`config.mk`:
```
export PLATFORM = sky130hd
export DESIGN_NAME = imm_gen_pipe
export DESIGN_NICKNAME = d
export VERILOG_FILES = /design/src/rtl/imm_gen_pkg.sv /design/src/rtl/imm_extract.sv /design/src/rtl/imm_gen_pipe.sv
export SDC_FILE = /design/constraint.sdc
export NUM_CORES = 1
export LEC_CHECK = 0
export CORE_UTILIZATION = 55
export CTS_BUF_LIST = sky130_fd_sc_hd__clkbuf_8
export DETAILED_ROUTE_END_ITERATION = 8
export GPL_TIMING_DRIVEN = 0
export PLACE_DENSITY = 0.78
export SLEW_MARGIN = 10
export SYNTH_ARGS = -nofsm -noshare
export SYNTH_HDL_FRONTEND = slang
export SYNTH_SLANG_ARGS = --single-unit
```
`constraint.sdc`:
```
create_clock -name clk -period 3.35 [get_ports clk]
set_input_delay 0.67 -clock clk [delete_from_list [all_inputs] [get_ports clk]]
set_output_delay 0.67 -clock clk [all_outputs]
set_load 0.01 [all_outputs]
```
`src/rtl/imm_gen_pkg.sv`:
```
// Shared definitions for the immediate-generation pipeline: RV opcodes,
// immediate format codes and the decode result record.
package imm_gen_pkg;

    localparam logic [6:0] OPC_LOAD   = 7'b0000011;
    localparam logic [6:0] OPC_OP_IMM = 7'b0010011;
    localparam logic [6:0] OPC_JALR   = 7'b1100111;
    localparam logic [6:0] OPC_STORE  = 7'b0100011;
    localparam logic [6:0] OPC_BRANCH = 7'b1100011;
    localparam logic [6:0] OPC_LUI    = 7'b0110111;
    localparam logic [6:0] OPC_AUIPC  = 7'b0010111;
    localparam logic [6:0] OPC_JAL    = 7'b1101111;
    localparam logic [6:0] OPC_SYSTEM = 7'b1110011;
    localparam logic [6:0] OPC_OP     = 7'b0110011;

    typedef enum logic [2:0] {
        FMT_R = 3'd0,
        FMT_I = 3'd1,
        FMT_S = 3'd2,
        FMT_B = 3'd3,
        FMT_U = 3'd4,
        FMT_J = 3'd5,
        FMT_Z = 3'd6
    } fmt_e;

    // Every RV immediate fits a signed 32-bit value; it is widened to XLEN at the port.
    typedef struct packed {
        logic [31:0] imm32;
        fmt_e        fmt;
        logic        illegal;
    } dec_res_t;

endpackage

```
`src/rtl/imm_extract.sv`:
```
// Combinational immediate decode of one RV instruction word into a
// sign/zero-extended XLEN immediate, its format code and an illegal flag.
module imm_extract
    import imm_gen_pkg::*;
#(
    parameter int XLEN = 32
) (
    input  logic [31:0]     instr,
    output logic [XLEN-1:0] imm,
    output fmt_e            fmt,
    output logic            illegal
);

    localparam bit IS_RV64 = (XLEN == 32'd64);

    logic [6:0] opcode_s;
    logic [2:0] funct3_s;
    logic       load_ok_s;
    logic       shift_ok_s;
    dec_res_t   res_s;

    assign opcode_s = instr[6:0];
    assign funct3_s = instr[14:12];

    // Legal load widths; LD and LWU only exist on RV64
    always_comb begin
        load_ok_s = 1'b0;
        case (funct3_s)
            3'b000, 3'b001, 3'b010, 3'b100, 3'b101: load_ok_s = 1'b1;
            3'b011, 3'b110:                         load_ok_s = IS_RV64;
            default:                                load_ok_s = 1'b0;
        endcase
    end

    // Shift-immediate upper bits; RV64 frees instr[25] for a 6-bit shamt
    always_comb begin
        shift_ok_s = 1'b1;
        if ((funct3_s == 3'b001) || (funct3_s == 3'b101)) begin
            if (IS_RV64) begin
                shift_ok_s = (instr[31:26] == 6'b000000) || (instr[31:26] == 6'b010000);
            end else begin
                shift_ok_s = (instr[31:25] == 7'b0000000) || (instr[31:25] == 7'b0100000);
            end
        end else begin
            shift_ok_s = 1'b1;
        end
    end

    // Opcode-driven immediate assembly
    always_comb begin
        res_s.imm32   = 32'd0;
        res_s.fmt     = FMT_R;
        res_s.illegal = 1'b0;
        case (opcode_s)
            OPC_LOAD: begin
                res_s.imm32   = {{20{instr[31]}}, instr[31:20]};
                res_s.fmt     = FMT_I;
                res_s.illegal = !load_ok_s;
            end
            OPC_OP_IMM: begin
                res_s.imm32   = {{20{instr[31]}}, instr[31:20]};
                res_s.fmt     = FMT_I;
                res_s.illegal = !shift_ok_s;
            end
            OPC_JALR: begin
                res_s.imm32 = {{20{instr[31]}}, instr[31:20]};
                res_s.fmt   = FMT_I;
            end
            OPC_STORE: begin
                res_s.imm32 = {{20{instr[31]}}, instr[31:25], instr[11:7]};
                res_s.fmt   = FMT_S;
            end
            OPC_BRANCH: begin
                res_s.imm32 = {{19{instr[31]}}, instr[31], instr[7], instr[30:25], instr[11:8], 1'b0};
                res_s.fmt   = FMT_B;
            end
            OPC_LUI, OPC_AUIPC: begin
                res_s.imm32 = {instr[31:12], 12'h000};
                res_s.fmt   = FMT_U;
            end
            OPC_JAL: begin
                res_s.imm32 = {{11{instr[31]}}, instr[31], instr[19:12], instr[20], instr[30:21], 1'b0};
                res_s.fmt   = FMT_J;
            end
            OPC_SYSTEM: begin
                // ECALL/EBREAK (funct3 000) carry no immediate and report as R with imm 0
                if (funct3_s != 3'b000) begin
                    res_s.imm32 = {27'd0, instr[19:15]};
                    res_s.fmt   = FMT_Z;
                end else begin
                    res_s.imm32 = 32'd0;
                    res_s.fmt   = FMT_R;
                end
            end
            OPC_OP: begin
                res_s.imm32 = 32'd0;
                res_s.fmt   = FMT_R;
            end
            default: begin
                res_s.imm32   = 32'd0;
                res_s.fmt     = FMT_R;
                res_s.illegal = 1'b1;
            end
        endcase
    end

    assign imm     = XLEN'($signed(res_s.imm32));
    assign fmt     = res_s.fmt;
    assign illegal = res_s.illegal;

endmodule

```
`src/rtl/imm_gen_pipe.sv`:
```
// Immediate decoder followed by a DEPTH-entry result queue with a fully
// registered head (outputs read zero while the queue is empty).
module imm_gen_pipe
    import imm_gen_pkg::*;
#(
    parameter int XLEN  = 32,
    parameter int DEPTH = 4
) (
    input  logic            clk,
    input  logic            rst_n,
    input  logic            flush,
    input  logic            in_valid,
    output logic            in_ready,
    input  logic [31:0]     in_instr,
    output logic            out_valid,
    input  logic            out_ready,
    output logic [XLEN-1:0] out_imm,
    output logic [2:0]      out_fmt,
    output logic            out_illegal
);

    localparam int PW = $clog2(DEPTH);
    localparam int CW = PW + 1;

    typedef struct packed {
        logic [XLEN-1:0] imm;
        fmt_e            fmt;
        logic            illegal;
    } entry_t;

    logic [XLEN-1:0] dec_imm_s;
    fmt_e            dec_fmt_s;
    logic            dec_illegal_s;
    entry_t          new_entry_s;

    entry_t          mem_r [DEPTH];
    entry_t          head_r;
    entry_t          head_nx_s;
    logic [PW-1:0]   wr_ptr_r;
    logic [PW-1:0]   rd_ptr_r;
    logic [CW-1:0]   count_r;
    logic [PW-1:0]   wr_ptr_nx_s;
    logic [PW-1:0]   rd_ptr_nx_s;
    logic [CW-1:0]   count_nx_s;
    logic            in_ready_r;
    logic            out_valid_r;
    logic            push_s;
    logic            pop_s;

    imm_extract #(
        .XLEN(XLEN)
    ) u_extract (
        .instr   (in_instr),
        .imm     (dec_imm_s),
        .fmt     (dec_fmt_s),
        .illegal (dec_illegal_s)
    );

    assign new_entry_s = '{imm: dec_imm_s, fmt: dec_fmt_s, illegal: dec_illegal_s};

    // in_ready_r is already false when full, so a same-cycle pop never frees a push slot
    assign push_s = in_valid && in_ready_r && !flush;
    assign pop_s  = out_valid_r && out_ready && !flush;

    // Next-state pointers and occupancy; flush wins over push and pop
    always_comb begin
        wr_ptr_nx_s = wr_ptr_r;
        rd_ptr_nx_s = rd_ptr_r;
        count_nx_s  = count_r;
        if (flush) begin
            wr_ptr_nx_s = {PW{1'b0}};
            rd_ptr_nx_s = {PW{1'b0}};
            count_nx_s  = {CW{1'b0}};
        end else begin
            if (push_s) begin
                wr_ptr_nx_s = wr_ptr_r + PW'(1'b1);
            end else begin
                wr_ptr_nx_s = wr_ptr_r;
            end
            if (pop_s) begin
                rd_ptr_nx_s = rd_ptr_r + PW'(1'b1);
            end else begin
                rd_ptr_nx_s = rd_ptr_r;
            end
            case ({push_s, pop_s})
                2'b10:   count_nx_s = count_r + CW'(1'b1);
                2'b01:   count_nx_s = count_r - CW'(1'b1);
                default: count_nx_s = count_r;
            endcase
        end
    end

    // Next head: the freshly decoded word bypasses storage when it lands at the read slot
    always_comb begin
        head_nx_s = '0;
        if (count_nx_s == {CW{1'b0}}) begin
            head_nx_s = '0;
        end else if (push_s && (rd_ptr_nx_s == wr_ptr_r)) begin
            head_nx_s = new_entry_s;
        end else begin
            head_nx_s = mem_r[rd_ptr_nx_s];
        end
    end

    // Queue control state and registered outputs
    always_ff @(posedge clk) begin
        if (!rst_n) begin
            wr_ptr_r    <= {PW{1'b0}};
            rd_ptr_r    <= {PW{1'b0}};
            count_r     <= {CW{1'b0}};
            in_ready_r  <= 1'b1;
            out_valid_r <= 1'b0;
            head_r      <= '0;
        end else begin
            wr_ptr_r    <= wr_ptr_nx_s;
            rd_ptr_r    <= rd_ptr_nx_s;
            count_r     <= count_nx_s;
            in_ready_r  <= (count_nx_s != CW'(DEPTH));
            out_valid_r <= (count_nx_s != {CW{1'b0}});
            head_r      <= head_nx_s;
        end
    end

    // Storage array; contents are don't-care until the pointers cover them
    always_ff @(posedge clk) begin
        if (rst_n && push_s) begin
            mem_r[wr_ptr_r] <= new_entry_s;
        end
    end

    assign in_ready    = in_ready_r;
    assign out_valid   = out_valid_r;
    assign out_imm     = head_r.imm;
    assign out_fmt     = head_r.fmt;
    assign out_illegal = head_r.illegal;

endmodule
```
==> results of run 1 <==
## repair_timing
item	4_1_cts	5_1_grt
hold buffers	0	0
resized for setup	4	3
endpoints found under the hold margin	0	0
endpoints found under the setup margin	30	14
## critical path: stages
cell             delay (ps)
clkdlybuf4s50_1         480
nand2_1                 120
or2_2                   300
ha_1                    240
fa_1                    380
xnor2_1                 140
or3_1                   330
a21oi_2                 240
nor2_4                  130
clkbuf_2                240
a21oi_1                 230
## metal layers
layer  track usage  wire, um  up-vias
li1              -         -     2266
met1        0.3676      7657     2567
met2        0.4184      9087      272
met3       0.05899      1544       35
met4        0.1211       438        0
met5             0         0        -
## registers in the layout, summed over array words and instances (netlist names), 2 cells and up
name and count:
mem_r 144, rd_ptr_r 2, out_imm 32, count_r 3, out_fmt 3, wr_ptr_r 2
## where the power goes
group | leakage, nW | switching [mW] | internal (mW)
logic | 1.38 | 0.140 | 0.102
clock network | 0.191 | 0.776 | 0.668
registers | 1.68 | 0.00550 | 2.51
total | 3.25 | 0.921 | 3.28
## cell usage in the layout (no fill, tap or decap), drive strengths merged, types with 6 or more instances in the layout
cell and count:
and2 6, o21ai 39, buf 28, a21oi 43, edfxtp 144, clkbuf 33
a21boi 6, clkinv 8, clkdlybuf4s50 74, a21o 8, nor2 13, nand3 62
nand2b 7, inv 9, mux4 36, dfxtp 45, nand2 7
## worst paths after layout
path,from,endpoint,slack [ps],cells after the start
max,in_valid,out_imm[11],230,11
min,in_ready,wr_ptr_r[1],520,2
max reg2reg,in_ready,out_imm[11],550,10
min reg2reg,in_ready,wr_ptr_r[1],520,2
## through the flow
stage | std cells | util | worst slack, ps | TNS, ps
final | 820 | 0.6732 | 225.4 | 0
after global routing | 820 | 0.6732 | 103.0 | 0
after CTS | 820 | 0.6728 | 101.0 | 0
after detailed placement | 788 | 0.6451 | -819.3 | -25700
after global placement | 784 | 0.6373 | -736.6 | -77760
after floorplan | 530 | - | 458.9 | 0
## kinds of logic after synthesis
kind of cell	Yosys count	share of synthesized area
muxes	39	0.1092
DFF	189	0.6601
buffers and inverters	46	0.03383
and+or+nand+nor	125	0.08805
xor gates and xnor gates	4	0.006323
AOI/OAI and AO/OA	121	0.09200
adders and majority gates	6	0.01043
## final cells by class
cell class,instances,area [sq um]
timing repair buffer,78,843.3
fill,984,4554
multi-input combinational,295,2439
clock inverter,14,128.9
buffer,39,245.2
tap,180,225.2
inverter,7,26.28
sequential,189,5225
clock buffer,18,247.7
==> flow_summary.ini, run 1 <==
[status]
outcome = completed

[global_route]
antenna_found_initial = 0
grt_overflow = 0
grt_pass1_vias = 5096
track_usage = 0.2702
grt_pass1_wl_um = 28760
grt_max_degree = 23

[critical_path]
crit_path_start_kind = input pin
critPathCaptureType = register
cp.arrival_ps = 3510
path_class = in2reg
required_ps = 3740
cp_max_fo = 10

[power_and_ir_drop]
p_leak_nw = 3.250
vdd_ir_drop_max_mv = 0.3507
powerDensity_mw_per_mm2 = 448.2
power_mw = 4.204

[yosys]
synth_cell_types = 63
synth.most_common_cell = edfxtp_1
synth_top_area_frac = 0.5463
synth_area_leaders = edfxtp_1 (55%), dfxtp_1 (11%), mux4_2 (9.4%)
syn-num-nets = 573
ys_async_sr_fraction = 0
synth_ff_type = edfxtp_1
netlist_area_sq_mm = 0.007915
ys_seq_area_frac = 0.6601
avgSynthCellArea_sq_um = 14.93
synth_warnings = 0
synth_top_area_cell = edfxtp_1
synthTopCellsByCount = edfxtp_1 (144), nand3_1 (60), dfxtp_1 (45), a21oi_1 (42), o21ai_1 (36)
synth-seq-cells = 189
synth_edf_count = 144
netlist_instances = 530

[timing]
worst_pin_slew_ps = 690.6
fmax_ghz = 0.3200
rsz0062_at_grt = no
max_slew_margin = 0.5355
post-route-period-util = 0.9327
hold_viol = 0
hold_slack_ps = 517.2
period_needed_ps = 3125
setup_viol = 0
slew_viol_final = 0
finClkSkew_ps = 10.47

[layout]
nNetsFinal = 670
drive_gt1_frac = 0.1656
post-route-cell-area_sq_mm = 0.009380
area_growth_pct = 18.51
antenna-diode-count = 0

[route]
drc_errors = 0
dr.pass1.iters = 7
drt_iter0_drc = 725
drtAntennaViolNets = 0
vias_per_cell = 6.268
wl_per_cell_um = 22.84
drt_wl_total_um = 18730
vias = 5140

[run]
cap_violations = 0

[floorplan]
dieHeight_um = 122.0
initial_core_util = 0.5680
die_w_um = 122.0
die_area_sq_mm = 0.01487
core-area_sq_mm = 0.01393
rows = 43
io_pins = 75

[clock_network]
cts_tree = built
cts_sinks = 189
clock_path_buffers = 2
cts_buffers = 17
insertion_delay_ps = 470
htreeDepth = 4
clk_pin_slew_ps = 90
root_buffer = clkbuf_8
cts_setup_buffers = 0

[placement]
routabilityCongestion = 0.9027
placed_area_sq_mm = 0.008989
numPortBuffers = 74
place.detailed.hpwl_um = 12550

[min_path]
worstHoldPathType = reg2reg
No activity file was read; power rests on OpenSTA's default activity.
==> inputs of run 2 (changes only) <==
--- a/config.mk
+++ b/config.mk
@@ -8,7 +8,6 @@
 export CORE_UTILIZATION = 55
 export CTS_BUF_LIST = sky130_fd_sc_hd__clkbuf_8
 export DETAILED_ROUTE_END_ITERATION = 8
-export GPL_TIMING_DRIVEN = 0
 export PLACE_DENSITY = 0.78
 export SLEW_MARGIN = 10
 export SYNTH_ARGS = -nofsm -noshare
==> run 2 against run 1 <==
Net effect: clock skew decreased by 1.8 ps; routed wire length decreased by 4.9%; design area down 1.3%; clock power hardly changed; core utilization down 0.88 points; clock-buffer cell count rose by 4; first-iteration DRC count shrank 21%; register-to-register slack better by 280 ps; hold slack improved by 2.0 ps; highest routed layer unchanged; global-route usage fell by 1.3 points; largest cell class unchanged.
==> flow_summary.ini, run 2 (synthesis results as in run 1) <==
[clock_network]
cts_tree = built
cts-resized-gates = 0
cts_hold_buf = 0
insertion_delay_ps = 470
cts_sinks = 189
cts_buffers = 17
clk_pin_slew_ps = 80
clock_path_buffers = 2
root_buffer = clkbuf_8
htreeDepth = 4
cts_setup_buffers = 0

[route]
drc_errors = 0
drt_wl_total_um = 17810
drt_iter0_drc = 571
wl_per_cell_um = 22.28
dr.pass1.iters = 5
vias_per_cell = 6.175
vias = 4934
drtAntennaViolNets = 0

[critical_path]
required_ps = 3740
cp_max_fo = 37
r2r-start = in_ready
critPathCaptureType = register
crit_chain = clkdlybuf4s50_1, nand2_1, or2_2, ha_1, fa_1, xnor2_1, or3_1, a21oi_1, nor2_2, buf_12, a21oi_1
cp_top_family = simple AND/OR/NAND/NOR gates
max_stage_delay_ps = 480
path_class = in2reg
critPathBufInv = 2
crit_path_start_kind = input pin
r2r-end = out_imm[22]
r2r_cells = 10
reg2reg_setup_slack_ps = 830
cp.arrival_ps = 3230
cp_common_cell = a21oi_1
slowest_stage = clkdlybuf4s50_1

[placement]
placed_cells_incl_taps = 768
numPortBuffers = 74
placed_area_sq_mm = 0.008885
place.detailed.hpwl_um = 11270
routabilityCongestion = 0.9711

[timing]
setup_tns_ps = 0
hold_viol = 0
max_slew_margin = 0.1969
post-route-period-util = 0.8451
period_needed_ps = 2831
slew_viol_final = 0
setup_viol = 0
rsz0062_at_grt = no
finClkSkew_ps = 8.667
fmax_ghz = 0.3532
worst_pin_slew_ps = 1199

[layout]
drive_gt1_frac = 0.1519
regMostFlops = mem_r
largest_reg_flops = 144
final_common_cell = edfxtp_1
antenna-diode-count = 0
layout_common_cells = edfxtp_1 (144), clkdlybuf4s50_1 (74), nand3_1 (60)
instances_no_fill = 799
post-route-cell-area_sq_mm = 0.009258
nNetsFinal = 650
area_growth_pct = 16.96

[min_path]
holdPathEnd = wr_ptr_r[1]
worstHoldPathType = reg2reg
hold_depth = 2
hp-start = in_ready

[global_route]
grt_overflow = 0
grt_pass1_vias = 4925
antenna_found_initial = 0
track_usage = 0.2573
grt_pass1_wl_um = 27380
grt_max_degree = 39

[floorplan]
die_area_sq_mm = 0.01487
core-area_sq_mm = 0.01393
dieHeight_um = 122.0
die_w_um = 122.0
initial_core_util = 0.5680
rows = 43
io_pins = 75

[power_and_ir_drop]
power_mw = 4.166
vdd_ir_drop_max_mv = 0.2877
powerDensity_mw_per_mm2 = 450.0
p_leak_nw = 3.207

[status]
outcome = completed

[run]
cap_violations = 0
run 2: how the worst max path moves through the flow:
| stage | cells after the start | endpoint | startpoint | slack [ps] |
|---|---|---|---|---|
| after floorplan | 10 | out_fmt[0] | in_valid | 460 |
| after global placement | 11 | out_imm[21] | in_valid | 130 |
| after detailed placement | 11 | out_imm[18] | in_valid | 30 |
| after CTS | 11 | out_imm[18] | in_valid | 540 |
| after global routing | 11 | out_imm[10] | in_valid | 390 |
| final | 11 | out_imm[22] | in_valid | 520 |
run 2: report_power, final:
group	switching, mW	internal, mW	leakage (nW)
Combinational	0.133	0.101	1.32
Clock	0.741	0.672	0.204
Sequential	0.00620	2.51	1.68
run 2: per-layer routing:
metal	share of wire	global-route usage	up-vias
li1	-	-	2223
met1	0.42	0.3544	2449
met2	0.48	0.4032	238
met3	0.081	0.05852	24
met4	0.018	0.09105	0
met5	0	0	-
run 2: through the flow:
step,worst slack (ps),utilization,hold slack (ps)
2_1_floorplan,458.9,-,478.1
4_1_cts,544.2,0.6644,517.1
3_5_place_dp,34.98,0.6376,505.3
3_3_place_gp,127.5,0.6376,484.2
6_report,518.8,0.6644,519.2
5_1_grt,389.6,0.6644,546.3
run 2: area by class of cell:
type,count,area [sq um]
clock buffers,22,302.8
clock inverters,9,70.07
multi-input cells,295,2432
flip-flops and latches,189,5225
repair buffers,97,975.9
fillers,1009,4677
inverters,7,26.28
well taps,180,225.2
run 2: worst min-delay path: stages (launching register included):
cell	delay (ps)
dfxtp_1	340
nand3_1	90
a21oi_1	50
==> inputs of run 3 (changes only) <==
==> constraint.sdc (replaced) <==
create_clock -name clk -period 3 [get_ports clk]
set_input_delay 0.6 -clock clk [delete_from_list [all_inputs] [get_ports clk]]
set_output_delay 0.6 -clock clk [all_outputs]
set_load 0.01 [all_outputs]
==> run 3 against run 2 <==
Net effect: cell count up 1.9%; clock skew up 3.7 ps; die area unchanged; via count up 2.4%; highest routed layer unchanged.
==> flow_summary.ini, run 3 (synthesis results as in run 1) <==
[status]
outcome = completed

[timing]
hold_slack_ps = 538.0
finClkSkew_ps = 12.40
fmax_ghz = 0.3607
post-route-period-util = 0.9241
rsz0062_at_grt = no
max_slew_margin = 0.6260
worst_pin_slew_ps = 560.9
fin_ws_ps = 227.8
hold_viol = 0
slew_viol_final = 0
period_needed_ps = 2772
setup_viol = 0

[global_route]
antenna_found_initial = 0
grt_use_met2 = 0.4294
use_met1 = 0.3671
gr-usage-met3 = 0.05337
grt-busiest-layer = met2
grt_max_degree = 38
track_usage = 0.2693
grt_pass1_vias = 5068
grt_overflow = 0
grt_pass1_wl_um = 28790

[critical_path]
cp_max_fo = 37
r2r-start = in_ready
required_ps = 3390
r2r_cells = 10
cp_common_cell = a21oi_1
cp.arrival_ps = 3170
reg2reg_setup_slack_ps = 430
crit_path_start_kind = input pin
slowest_stage = clkdlybuf4s50_1
crit_chain = clkdlybuf4s50_1, nand2_1, or2_2, ha_1, fa_1, xnor2_1, or3_1, a21oi_1, nor2_2, buf_12, a21oi_1
r2r-end = out_imm[11]
cp_top_family = simple AND/OR/NAND/NOR gates
critPathCaptureType = register
critPathBufInv = 2
path_class = in2reg
max_stage_delay_ps = 470

[clock_network]
cts-resized-gates = 0
insertion_delay_ps = 470
clock_path_buffers = 2
htreeDepth = 4
cts_tree = built
root_buffer = clkbuf_8
cts_hold_buf = 0
cts_buffers = 17
clk_pin_slew_ps = 90
cts_setup_buffers = 0
cts_sinks = 189

[layout]
instances_no_fill = 814
fill_cells = 971
nNetsFinal = 664
drive_gt1_frac = 0.1767
post-route-util = 0.6767
regMostFlops = mem_r
largest_reg_flops = 144
antenna-diode-count = 0
layout_common_cells = edfxtp_1 (144), clkdlybuf4s50_1 (74), nand3_1 (60)
final_common_cell = edfxtp_1
area_growth_pct = 19.13

[floorplan]
dieHeight_um = 122.0
rows = 43
initial_core_util = 0.5680
io_pins = 75
die_w_um = 122.0
die_area_sq_mm = 0.01487
core-area_sq_mm = 0.01393

[power_and_ir_drop]
p_leak_nw = 3.298
powerDensity_mw_per_mm2 = 508.1
vdd_ir_drop_max_mv = 0.3141

[min_path]
hold_depth = 2
holdPathEnd = wr_ptr_r[1]
worstHoldPathType = reg2reg
hp-start = in_ready

[route]
vias = 5051
drtAntennaViolNets = 0
wl_per_cell_um = 22.81
dr.pass1.iters = 6
drt_iter0_drc = 465
vias_per_cell = 6.205
drt_wl_total_um = 18570
drc_errors = 0

[run]
cap_violations = 0

[placement]
place.detailed.hpwl_um = 11850
routabilityCongestion = 0.9061
pre_cts_ws_ps = -225.0
numPortBuffers = 74
placed_cells_incl_taps = 782
-- run 3: cell types whose count changed in the layout (fill, tap and decap cells not counted) --
cell / change
clkinvlp_4: +1
clkbuf_8: -5
clkinv_4: +1
clkinv_2: +3
inv_6: +2
buf_12: +3
buf_4: +11
inv_1: -3
bufinv_16: +2
-- run 3: metal layers --
metal  up-vias  share of wire
met5         -              0
met4         0          0.020
met3        32          0.073
met2       228           0.49
met1      2539           0.42
li1       2252              -
-- run 3: worst max path at each step --
| stage | start | to | depth (start not counted) |
|---|---|---|---|
| after detailed placement | in_valid | out_imm[1] | 11 |
| final | in_valid | out_imm[11] | 11 |
| after global routing | in_valid | out_imm[11] | 11 |
| after floorplan | in_valid | out_fmt[0] | 10 |
| after CTS | in_valid | out_imm[27] | 11 |
| after global placement | in_valid | out_imm[16] | 11 |
-- run 3: stage by stage --
stage	power, mW	cell area, sq um	TNS [ps]
finish	4.791	9429	0
floorplan	3.005	7915	0
CTS	4.811	9429	0
global route	4.931	9429	0
global placement	3.139	9027	-4762
detailed placement	3.144	9027	-6552
-- run 3: power breakdown --
group / switching (mW) / leakage (nW) / internal (mW)
clock network: 0.886 / 0.205 / 0.819
logic: 0.152 / 1.41 / 0.120
registers: 0.00711 / 1.68 / 2.81
total: 1.05 / 3.30 / 3.75
-- run 3: layout make-up --
class,count,area (sq um),area share
timing repair buffer,111,1119,0.1186
tap,180,225.2,0.02389
clock buffer,17,234.0,0.02481
inverter,7,26.28,0.002787
multi-input combinational,295,2432,0.2580
clock inverter,15,167.7,0.01778
sequential,189,5225,0.5541
-- run 3: worst register-to-register path, stage by stage, from the launching register on --
cell and delay, ps:
dfxtp_1 390, nand2_1 80, or2_2 270, ha_1 230, fa_1 380, xnor2_1 140, or3_1 310, a21oi_1 220
nor2_2 80, buf_12 170, a21oi_1 210
